==> config.mk <==
export PLATFORM = sky130hd
export DESIGN_NAME = reg_bus_arb
export DESIGN_NICKNAME = d
export VERILOG_FILES = /design/src/rtl/reg_bus_arb.sv
export SDC_FILE = /design/constraint.sdc
export NUM_CORES = 1
export LEC_CHECK = 0
export ABC_CLOCK_PERIOD_IN_PS = 2000
export CAP_MARGIN = 15
export CORE_UTILIZATION = 38
export CTS_CLUSTER_DIAMETER = 40
export CTS_CLUSTER_SIZE = 10
export DETAILED_ROUTE_END_ITERATION = 8
export PLACE_DENSITY = 0.77
export SLEW_MARGIN = 20
export SYNTH_ARGS = -nofsm -noshare
export SYNTH_HDL_FRONTEND = slang
export SYNTH_SLANG_ARGS = --single-unit
export TNS_END_PERCENT = 10
==> constraint.sdc <==
create_clock -name clk -period 2 [get_ports clk]
set_clock_uncertainty 0.1 [all_clocks]
set_input_delay 0.4 -clock clk [delete_from_list [all_inputs] [get_ports clk]]
set_output_delay 0.4 -clock clk [all_outputs]
set_load 0.005 [all_outputs]
==> src/rtl/reg_bus_arb.sv <==
// reg_bus_arb: N-master to 1-slave register bus arbiter.
//
// Serialises register accesses from NUM_M masters onto a single register-bus
// slave. Each master holds m_req until it sees its one-hot m_ack pulse. Masters
// are served in round-robin order starting after the last master served.
// Every output comes straight from a flop.
//
// Optional feature (compile-time macro REG_BUS_ARB_ADDR_CHECK_EN):
//   When defined, a request whose address is >= ADDR_LIMIT is not forwarded to
//   the slave; it is acknowledged one cycle after the grant with m_err=1.
//   When undefined, no address check is made and m_err stays 0.
module reg_bus_arb #(
  parameter int NUM_M      = 2,
  parameter int REG_AW     = 8,
  parameter int REG_DW     = 8,
  parameter int RD_LAT     = 1,
  parameter int ADDR_LIMIT = 2 ** REG_AW
) (
  input  logic                      clk,
  input  logic                      rst,
  input  logic [NUM_M-1:0]          m_req,
  input  logic [NUM_M-1:0]          m_wr,
  input  logic [NUM_M*REG_AW-1:0]   m_addr,
  input  logic [NUM_M*REG_DW-1:0]   m_wdata,
  output logic [NUM_M-1:0]          m_ack,
  output logic [REG_DW-1:0]         m_rdata,
  output logic                      m_err,
  output logic                      s_req,
  output logic                      s_wr,
  output logic [REG_AW-1:0]         s_addr,
  output logic [REG_DW-1:0]         s_wdata,
  input  logic [REG_DW-1:0]         s_rdata,
  output logic                      busy,
  output logic [$clog2(NUM_M)-1:0]  grant_id
);

  localparam int IW = $clog2(NUM_M);
  // Counter only ever holds RD_LAT-1 down to 0.
  localparam int CW = (RD_LAT > 1) ? $clog2(RD_LAT) : 1;

`ifdef REG_BUS_ARB_ADDR_CHECK_EN
  localparam bit ADDR_CHECK = 1'b1;
`else
  localparam bit ADDR_CHECK = 1'b0;
`endif

  typedef enum logic [1:0] {
    IDLE  = 2'd0,
    ISSUE = 2'd1,
    WAIT  = 2'd2,
    DONE  = 2'd3
  } state_t;

  // Unpacked per-master views of the packed address/data buses.
  logic [REG_AW-1:0] addr_arr  [NUM_M];
  logic [REG_DW-1:0] wdata_arr [NUM_M];

  generate
    for (genvar gi = 0; gi < NUM_M; gi++) begin : g_unpack
      assign addr_arr[gi]  = m_addr[gi*REG_AW +: REG_AW];
      assign wdata_arr[gi] = m_wdata[gi*REG_DW +: REG_DW];
    end
  endgenerate

  state_t            state_q,      state_d;
  logic [IW-1:0]     last_grant_q, last_grant_d;
  logic [IW-1:0]     grant_q,      grant_d;
  logic [CW-1:0]     cnt_q,        cnt_d;
  logic              s_req_q,      s_req_d;
  logic              s_wr_q,       s_wr_d;
  logic [REG_AW-1:0] s_addr_q,     s_addr_d;
  logic [REG_DW-1:0] s_wdata_q,    s_wdata_d;
  logic [NUM_M-1:0]  m_ack_q,      m_ack_d;
  logic [REG_DW-1:0] m_rdata_q,    m_rdata_d;
  logic              m_err_q,      m_err_d;
  logic              busy_q,       busy_d;

  logic              pick_found;
  logic [IW-1:0]     pick_idx;
  logic [IW-1:0]     cand;
  logic              addr_bad;

  // Round-robin pick: first requesting master after last_grant, wrapping.
  always_comb begin
    pick_found = 1'b0;
    pick_idx   = '0;
    cand       = '0;
    for (int k = 1; k <= NUM_M; k++) begin
      cand = IW'((int'(last_grant_q) + k) % NUM_M);
      if (!pick_found && m_req[cand]) begin
        pick_found = 1'b1;
        pick_idx   = cand;
      end
    end
  end

  // Out-of-range address detection for the picked master (constant 0 when the
  // check is compiled out, so the error path folds away).
  always_comb begin
    addr_bad = ADDR_CHECK &&
               (64'(addr_arr[pick_idx]) >= 64'(ADDR_LIMIT));
  end

  // Next-state and next-output logic; pulses default low, bus fields hold.
  always_comb begin
    state_d      = state_q;
    last_grant_d = last_grant_q;
    grant_d      = grant_q;
    cnt_d        = cnt_q;
    s_req_d      = 1'b0;
    s_wr_d       = s_wr_q;
    s_addr_d     = s_addr_q;
    s_wdata_d    = s_wdata_q;
    m_ack_d      = '0;
    m_rdata_d    = '0;
    m_err_d      = 1'b0;

    case (state_q)
      IDLE: begin
        if (pick_found) begin
          grant_d = pick_idx;
          if (addr_bad) begin
            // Rejected access: acknowledge straight away, slave untouched.
            state_d           = DONE;
            m_ack_d[pick_idx] = 1'b1;
            m_err_d           = 1'b1;
          end else begin
            // Latch the winner's fields directly into the slave-side flops;
            // they then stay put until the next issued access.
            state_d   = ISSUE;
            s_req_d   = 1'b1;
            s_wr_d    = m_wr[pick_idx];
            s_addr_d  = addr_arr[pick_idx];
            s_wdata_d = wdata_arr[pick_idx];
          end
        end
      end

      ISSUE: begin
        if (s_wr_q) begin
          state_d          = DONE;
          m_ack_d[grant_q] = 1'b1;
        end else begin
          cnt_d   = CW'(RD_LAT - 1);
          state_d = WAIT;
        end
      end

      WAIT: begin
        if (cnt_q == '0) begin
          // Slave data is valid exactly RD_LAT cycles after the s_req cycle.
          state_d          = DONE;
          m_ack_d[grant_q] = 1'b1;
          m_rdata_d        = s_rdata;
        end else begin
          cnt_d = cnt_q - 1'b1;
        end
      end

      DONE: begin
        last_grant_d = grant_q;
        state_d      = IDLE;
      end

      default: begin
        state_d = IDLE;
      end
    endcase

    busy_d = (state_d != IDLE);
  end

  // State and output registers with synchronous reset.
  always_ff @(posedge clk) begin
    if (rst) begin
      state_q      <= IDLE;
      last_grant_q <= IW'(NUM_M - 1);
      grant_q      <= '0;
      cnt_q        <= '0;
      s_req_q      <= 1'b0;
      s_wr_q       <= 1'b0;
      s_addr_q     <= '0;
      s_wdata_q    <= '0;
      m_ack_q      <= '0;
      m_rdata_q    <= '0;
      m_err_q      <= 1'b0;
      busy_q       <= 1'b0;
    end else begin
      state_q      <= state_d;
      last_grant_q <= last_grant_d;
      grant_q      <= grant_d;
      cnt_q        <= cnt_d;
      s_req_q      <= s_req_d;
      s_wr_q       <= s_wr_d;
      s_addr_q     <= s_addr_d;
      s_wdata_q    <= s_wdata_d;
      m_ack_q      <= m_ack_d;
      m_rdata_q    <= m_rdata_d;
      m_err_q      <= m_err_d;
      busy_q       <= busy_d;
    end
  end

  assign m_ack    = m_ack_q;
  assign m_rdata  = m_rdata_q;
  assign m_err    = m_err_q;
  assign s_req    = s_req_q;
  assign s_wr     = s_wr_q;
  assign s_addr   = s_addr_q;
  assign s_wdata  = s_wdata_q;
  assign busy     = busy_q;
  assign grant_id = grant_q;

endmodule

* Word-level counts from Yosys, hierarchy flattened
Index checks and enable logic that the tools add are counted.
W data, S select, Z words.
** Word-level totals
- Output and inout bits :: 31
- Register bits :: 34
- Input port bits :: 46
- Logic and storage cells :: 66
** Cells by class
- Add/subtract/negate cells :: 3
- Equal/unequal tests :: 4
- Reductions and logical operators :: 10
- $lt $le $gt $ge :: 6
- Multiplexer cells :: 29
- Bitwise logic cells :: 3
** Operators with widths (number)
- $mux W8 :: 6
- $mux W1 :: 15
- $lt A1 B2 Y1 const B :: 4
- $mux W2 :: 4
- $pmux W2 S4 :: 1
- $eq A2 B2 Y1 const B :: 2
- $pmux W2 S2 :: 1
- $reduce_and A2 Y1 :: 2
- $reduce_bool A2 Y1 :: 2
- $reduce_or A3 Y1 :: 1
- $add A1 B1 Y1 const B :: 2
- $eq A2 B1 Y1 const B :: 1
- $ge A2 B2 Y1 const B :: 1
- $logic_and A1 B1 Y1 :: 2
- $logic_not A2 Y1 :: 1
- $ne A2 B2 Y1 const B :: 1
- $not A1 Y1 :: 2
- $not A1 Y2 :: 1
- $pmux W1 S2 :: 1
- $reduce_or A2 Y1 :: 1
- $demux W1 S1 :: 1
- $ge A1 B1 Y1 const B :: 1
- $logic_not A1 Y1 :: 1
- $sub A1 B1 Y1 const B :: 1

* Longest topological paths before layout
Gate-level depths: netlist (run 1).
- Word-level depth :: 11
- Gate-level depth with buffers :: 7
- Mapped depth without buffers :: 5

* Worst setup path before layout (run 1)
Ideal clock, no wire load.
- Kind :: flip-flop to flip-flop
- From :: reg state_q[0]
- To :: reg s_addr_q[0], in the netlist s_addr[0]
- Data arrival time :: 1.198 ns
- Path buffers :: 2
- Cell stages (with the launch flop) :: 8
- Clock period less this slack :: 1.438 ns
- Data required time :: 1.760 ns
- Slack :: 0.562 ns
- Library setup time :: 0.140 ns
- Cells stage by stage :: dfxtp_1 > inv_1 > ha_1 > o21a_1 > buf_4 > buf_4 > nor2_1 > a211oi_2
** On the way
- Longest elaborated chain between the ends :: 2
** RTL lines
- start, declared :: line 65 : state_t state_q, state_d;
- start signal, assigned :: line 189 : state_q <= state_d;
- $logic_not A2 Y1 :: line 118 : case (state_q)
- $reduce_and A2 Y1 (no source line)
- end signal, assigned :: line 195 : s_addr_q <= s_addr_d;
- end, declared :: line 71 : logic [REG_AW-1:0] s_addr_q, s_addr_d;
Every way passes these cells.
A chain may end at the register's enable or synchronous reset.

* Worst setup path after layout (run 1)
- From :: reg grant_q, in the netlist grant_id
- To :: out grant_id
** RTL lines
- start, declared :: line 67 : logic [IW-1:0] grant_q, grant_d;
- start signal, assigned :: line 191 : grant_q <= grant_d;
- end, declared :: line 34 : output logic [$clog2(NUM_M)-1:0] grant_id
No word-level cell between the ends.

==> results of run 1 <==
-- flip-flops by register name (all words and copies together) (netlist names) --
register	count
busy	1
s_wr	1
s_wdata	8
state_q	2
s_addr	8
m_ack	2
grant_id	1
m_rdata	8
s_req	1
last_grant_q	1
-- area by class of cell --
type                    count  area (um^2)
inverters                   3        11.26
clock inverters             1        30.03
multi-input cells         101        673.1
fillers                   278         1099
flip-flops and latches     33        660.6
repair buffers             80        850.8
well taps                  46        57.56
clock buffers               7        86.33
-- metrics by stage --
stage | util (%) | power (mW) | setup slack [ns]
after floorplan | - | 1.656 | 0.5615
after CTS | 68.33 | 2.932 | 0.2327
after global routing | 68.33 | 3.093 | 0.1806
after global placement | 64.97 | 2.227 | 0.1404
final | 68.33 | 2.899 | 0.2432
after detailed placement | 64.97 | 2.282 | 0.1121
-- where the power goes --
part | switching (mW) | internal (mW)
Clock | 0.226 | 0.406
Sequential | 0.105 | 0.849
Combinational | 0.588 | 0.725
-- metal layers --
metal / vias up / global-route usage (%) / share of wire [%]
met2: 46 / 34.95 / 48
met3: 2 / 6.341 / 6.2
met1: 624 / 24.47 / 45
met4: 0 / 9.302 / 0.89
li1: 653 / - / -
met5: - / 0 / 0
-- cell usage in the layout, fill, tap and decap left out --
| cell | instances |
|---|---|
| nor2b_1 | 3 |
| o21a_1 | 1 |
| a211oi_2 | 10 |
| dfxtp_1 | 33 |
| ha_1 | 5 |
| a21boi_4 | 1 |
| a21oi_2 | 9 |
| clkdlybuf4s50_1 | 75 |
| o21ai_1 | 1 |
| and3_1 | 1 |
| a211o_1 | 1 |
| a21bo_1 | 1 |
| o21ai_2 | 1 |
| nand2_1 | 18 |
| inv_1 | 3 |
| a21oi_1 | 9 |
| a21o_1 | 1 |
| a22oi_1 | 1 |
| clkbuf_1 | 1 |
| a211oi_1 | 7 |
| and2_1 | 8 |
| clkbuf_8 | 6 |
| or4b_1 | 1 |
| bufinv_16 | 1 |
| conb_1 | 1 |
| nor2_1 | 21 |
| buf_12 | 5 |
-- synth_stat cells, drive strengths merged --
library cell | number | area (um^2)
dfxtp | 33 | 660.6
nor2 | 21 | 78.83
a21oi | 18 | 123.9
nand2 | 18 | 67.56
a211oi | 17 | 177.7
and2 | 8 | 50.05
buf | 7 | 68.82
ha | 5 | 62.56
inv | 3 | 11.26
nor2b | 3 | 18.77
clkbuf | 2 | 7.510
o21ai | 2 | 13.76
a211o | 1 | 8.760
a21bo | 1 | 10.01
a21boi | 1 | 18.77
a21o | 1 | 7.510
a22oi | 1 | 7.510
and3 | 1 | 6.260
conb | 1 | 3.750
o21a | 1 | 7.510
or4b | 1 | 10.01
-- cells by family after synthesis --
logic type	after synthesis	share of synthesized area, %
other cells	1	0.2638
fa+ha+maj	5	4.401
simple gates	52	16.29
buf+inv	12	6.162
flops	33	46.48
compound gates	43	26.41
-- worst paths after layout --
kind,endpoint,slack (ns),cells past startpoint
hold reg to reg,s_addr[3]$_SDFFE_PP0P_,0.40,2
hold / removal,s_addr[3]$_SDFFE_PP0P_,0.40,2
setup / recovery,grant_id,0.24,1
setup reg to reg,s_wdata[0]$_SDFFE_PP0P_,0.50,6
==> results summary, run 1 <==
The run finished with clean final reports. The slowest stage of the critical path is the clkdlybuf4s50_1 cell. Clock tree synthesis inserted a total of 5 buffers. For the worst setup path, the data arrival time is around 1.3 ns. For this design the static power due to leakage is 0.9387 nW. The yosys synthesis warning count came out at 0. The pin count of the biggest net entering global routing is 23. The critical hold path startpoint is s_addr[3]$_SDFFE_PP0P_. Dividing the detail-routed via count by the number of cells gives 4.889. The power density of the placed cells is approximately 1200 nW/um^2. Hold timing on the final database bottoms out at a slack of roughly 0.40 ns. The clock-pin slew reported for the worst setup and hold paths after clock tree synthesis is 0.07 ns. The total negative slack for setup checks came out at 0 ns. The part of the cycle the worst path needs is between 80% and 90%. The setup path with the least slack is of type reg -> out. The cell area after technology mapping is around 1400 um^2. The quantity of gates resized following cts came out at 0. The sequential cell area fraction in the yosys report came out at a little under half. The required arrival time at the worst endpoint is 1.50 ns. The highest clock rate is 569.2 MHz. TritonCTS built the clock tree. The average cell area after synthesis is 9.735 um^2.

The net count after synthesis is between 150 and 200. The vias after detailed routing is 1325. The total congestion overflow is 0.

In this run the worst hold path is classified as reg -> reg. The deepest level of the CTS H-tree is 2. The die footprint came out at ~4000 um^2. The count of port buffers added during placement came out at 75.

The share of cells above drive strength 1 is approximately 15%. The cts-stage hold buffer count came out at 0. The DRC violation total after the first TritonRoute iteration is 39. The number of different library cells used by synthesis comes to 26.

Counting along the longest clock path gives a buffer depth of 2. The clock latency on the worst-skew pair is ~0.28 ns. The max capacitance violation total is 0. The placer congestion estimate came out at around 0.84. The number of placement rows is 21. For this run, the post-layout net count is 275. The hold violation total from the final report is 0. The master cell of the clock root buffer is clkbuf_8. The detailed placement HPWL came out at between 2000 and 3000 um. The non-filler instance count after layout is 271. The number of cells produced by synthesis came out at roughly 150. After detailed routing, the total wire length is about 3800 um. In this run the standard cell core region covers 3468 um^2. The layout overhead on the synthesized area is 66.73%. The first global-routing pass estimated 6417 um of wire.

In this run the cell area measured after placement is between 2000 and 2500 um^2. The initial utilization of the core area, before any placement, comes to between 40 and 50%. The number of placed instances, taps included, is around 260. The total routing resource utilization after global routing came out at about a fifth. The final max-slew violation count was 0. The number of global-route vias before repair came to between 1000 and 1500.

The worst path in the final design needs a cycle of 1.757 ns, including I/O delays and setup. The worst setup path is launched from a flip-flop. The number of synthesized register bits came out at 33. The count of antenna-violating nets left after detailed routing came out at 0. Dividing the detail-routed wire length by the instance count gives 14.12 um. The clock sink count came out at 33. The initial antenna violation count is 0.

The maximum cell stage delay along the critical path came out at roughly 0.54 ns. The width of the chip is around 63 um. The peak supply drop came out at about 0.00075 V. The die height is 63.16 um.

The DRC violations left is 0. Setup violations remaining at the end of the flow were counted as 0. The finished cells cover approximately 2400 um^2. Setup repair after global routing left no endpoint under its margin. The first-pass detailed-route iteration total came out at 4. For this design the top-level I/O count stands at slightly below 80. The endpoint class of the critical path is a primary output. The kind of cell with the highest combined delay along the critical path is buffers and inverters. The worst register-to-register path begins at state_q[0]$_SDFF_PP0_. Walking the worst path, the cells encountered are clkdlybuf4s50_1. The launch point of the worst path is grant_id$_SDFFE_PP0P_. The number of antenna diodes in the final layout is 0. Along the worst path, the maximum fanout reaches 5. The post-CTS setup repair buffer count is 0. The number of buffer and inverter stages on the critical path is 1.
(Power assumes the default switching activity.)
==> run 2: changes to the inputs <==
--- a/config.mk
+++ b/config.mk
@@ -11,7 +11,9 @@
 export CTS_CLUSTER_DIAMETER = 40
 export CTS_CLUSTER_SIZE = 10
 export DETAILED_ROUTE_END_ITERATION = 8
+export GPL_TIMING_DRIVEN = 0
 export PLACE_DENSITY = 0.77
+export RECOVER_POWER = 100
 export SLEW_MARGIN = 20
 export SYNTH_ARGS = -nofsm -noshare
 export SYNTH_HDL_FRONTEND = slang
==> results summary, run 2 (synthesized netlist as in run 1, its figures left out) <==
The minimum period implied by the final worst setup slack came to 1.829 ns (+0.07203 ns). The width of the chip is 63.16 um (unchanged). The library cells used most frequently in the layout, excluding fill and tap cells, are clkdlybuf4s50_1, dfxtp_1, dlygate4sd3_1. The detailed-route vias per instance came out at 4.811 (-1.6%). The TritonCTS clock tree is built. The total number of nets in the final design came to 279 (+1.5%). The largest fanout on the critical path was 10 (+5). The master cell of the clock root buffer is clkbuf_8. The wire length of the first global-routing pass is 6589 um (+2.7%). The pin count of the biggest net entering global routing is 11 (-52%). The post-CTS setup repair buffer count came out at 0 (unchanged). The quantity of gates resized following cts is 0 (unchanged). The number of placed instances with taps included is 267 (+1.5%). The routed wire length is 3882 um (+1.5%).

The routed length on met1 is 1785 um (+3.4%). The count of antenna-violating nets left after detailed routing is 0 (unchanged). The slew at the pin closest to its max-slew limit came out at 0.5701 ns.

The critical path goes through clkdlybuf4s50_1 -> o21a_1 -> clkbuf_2 -> clkbuf_2 -> nor2_1 -> a211oi_1. The largest buffer count on any clock path was 2 (unchanged). The required arrival time at the worst endpoint is 2.09 ns (+0.59 ns). The maximum cell stage delay along the critical path came out at 0.60 ns (+0.06 ns).

The relative slew slack came out at 61.99%. The share of cells above drive strength 1 came out at 14.41% (-0.26 points). The worst setup path is launched from an input port. The filler cell count came to 289 (+4.0%). The vias after detailed routing came out at 1323 (-0.15%).

The die height came out at 63.16 um (unchanged). The clock-pin slew reported for the worst setup and hold paths after clock tree synthesis is 0.07 ns (about the same). The detailed placement HPWL came out at 2923 um (+7.0%).

The layout overhead on the synthesized area came out at 64.00%. The hold violation total from the final report came to 0 (unchanged). By instance count, the cell type seen most on the critical path is clkbuf_2. The slowest stage of the critical path is the clkdlybuf4s50_1 cell. STA classifies the critical path endpoint as a flip-flop. The number of global-route vias before repair is 1361 (+1.1%). The peak supply drop was 0.0008462 V (+13%). The placer congestion estimate is 0.7593 (-9.4%).

The data arrival time of the critical path is 1.92 ns (+0.66 ns). The overall power consumption is 2.779 mW (-4.1%). The part of the cycle the worst path needs came out at 91.44% (+3.6 points).

The run finished with clean final reports. The setup violation total in the final timing report came out at 0 (unchanged). The core box area is 3468 um^2 (unchanged).

The leakage power figure came out at 1.003 nW (+6.8%). The total routing resource utilization after global routing is 21.64% (+0.70 points). The worst setup path is of the in -> reg kind. The power density of the placed cells was 1192 nW/um^2 (-2.5%). In this run the worst hold path is classified as reg -> reg.

The count of port buffers added during placement is 75 (unchanged). The count of inserted antenna diode cells is 0 (unchanged). The first-pass detailed-route iteration total was 4 (unchanged). The final max-slew violation count is 0 (unchanged). The die footprint is 3989 um^2 (unchanged). The total congestion overflow came out at 0 (unchanged). The non-filler instance count after layout is 275 (+1.5%). The mean routed wirelength per cell was 14.12 um (about the same).

The wire length on met3 came out at 240 um (+1.7%). The max capacitance violation total is 0 (unchanged). The detailed-routed wire length on met2 is 1790 um (-2.0%). The DRC violation total after the first TritonRoute iteration is 75 (+92%).

The total clock buffers created by CTS is 5 (unchanged). The number of placement rows is 21 (unchanged). The starting density of the core came out at 40.98% (unchanged). The cts-stage hold buffer count is 0 (unchanged). The clock latency on the worst-skew pair came out at 0.28 ns (about the same). Setup repair after global routing left no endpoint under its margin.

The highest clock rate is 546.8 MHz (-3.9%). The top-level port count came out at 77 (unchanged). The deepest level of the CTS H-tree is 2 (unchanged). The initial antenna violation count came out at 0 (unchanged). The detailed router used layers up to and including met4. The clock sink count is 33 (unchanged). The DRC violations left was 0 (unchanged). The leading cell type in the layout, fill and taps excluded is clkdlybuf4s50_1.
## run 2: cell types whose count changed in the layout (fill, tap and decap cells not counted), sizes merged
cell | previous run | this run
clkdlybuf4s50 | 75 | 44
dlygate4sd3 | 0 | 31
clkbuf | 7 | 11
## run 2: path summary, 6_finish.rpt
kind	from	to	slack, ns	depth (start not counted)
setup / recovery	m_req[0]	s_wr$_SDFFE_PP0P_	0.17	6
hold / removal	grant_id$_SDFFE_PP0P_	m_ack[0]$_SDFF_PP0_	0.40	1
setup reg to reg	state_q[0]$_SDFF_PP0_	s_wr$_SDFFE_PP0P_	0.22	7
hold reg to reg	grant_id$_SDFFE_PP0P_	m_ack[0]$_SDFF_PP0_	0.40	1
## run 2: stage by stage
stage               cell area [um^2]  worst slack (ns)  hold slack [ns]  utilization (%)  setup TNS, ns
finish                          2331            0.1711           0.3963            67.21              0
global route                    2331           0.08807           0.4325            67.21              0
CTS                             2346            0.1931           0.4013            67.64              0
detailed placement              2230          -0.09709           0.3903            64.29        -0.6711
global placement                2230          -0.04769           0.3877            64.29        -0.3671
floorplan                       1421            0.5615           0.3472                -              0
## run 2: per-layer routing
layer  track usage (%)  vias to the layer above
li1                  -                      656
met1             25.81                      614
met2             35.35                       46
met3             6.159                        7
met4             10.47                        0
met5                 0                        -
## run 2: report_power, final
| group | switching, mW | internal (mW) | leakage, nW |
|---|---|---|---|
| Sequential | 0.0989 | 0.849 | 0.272 |
| Combinational | 0.579 | 0.604 | 0.672 |
| Clock | 0.243 | 0.406 | 0.0585 |
## run 2: layout make-up
| class | instances | area, um^2 | share of cell area (%) |
|---|---|---|---|
| tap | 46 | 57.56 | 2.469 |
| clock inverter | 1 | 30.03 | 1.288 |
| sequential | 33 | 660.6 | 28.34 |
| multi-input combinational | 101 | 663.1 | 28.45 |
| clock buffer | 7 | 86.33 | 3.704 |
| inverter | 3 | 11.26 | 0.4831 |
| buffer | 9 | 71.32 | 3.060 |
| timing repair buffer | 75 | 750.7 | 32.21 |
## run 2: worst max-delay path: cells and delay by family
family                 cells  cell delay (ns)
AOI/OAI and AO/OA          2             0.38
buffers and inverters      3             1.07
and+or+nand+nor            1             0.07
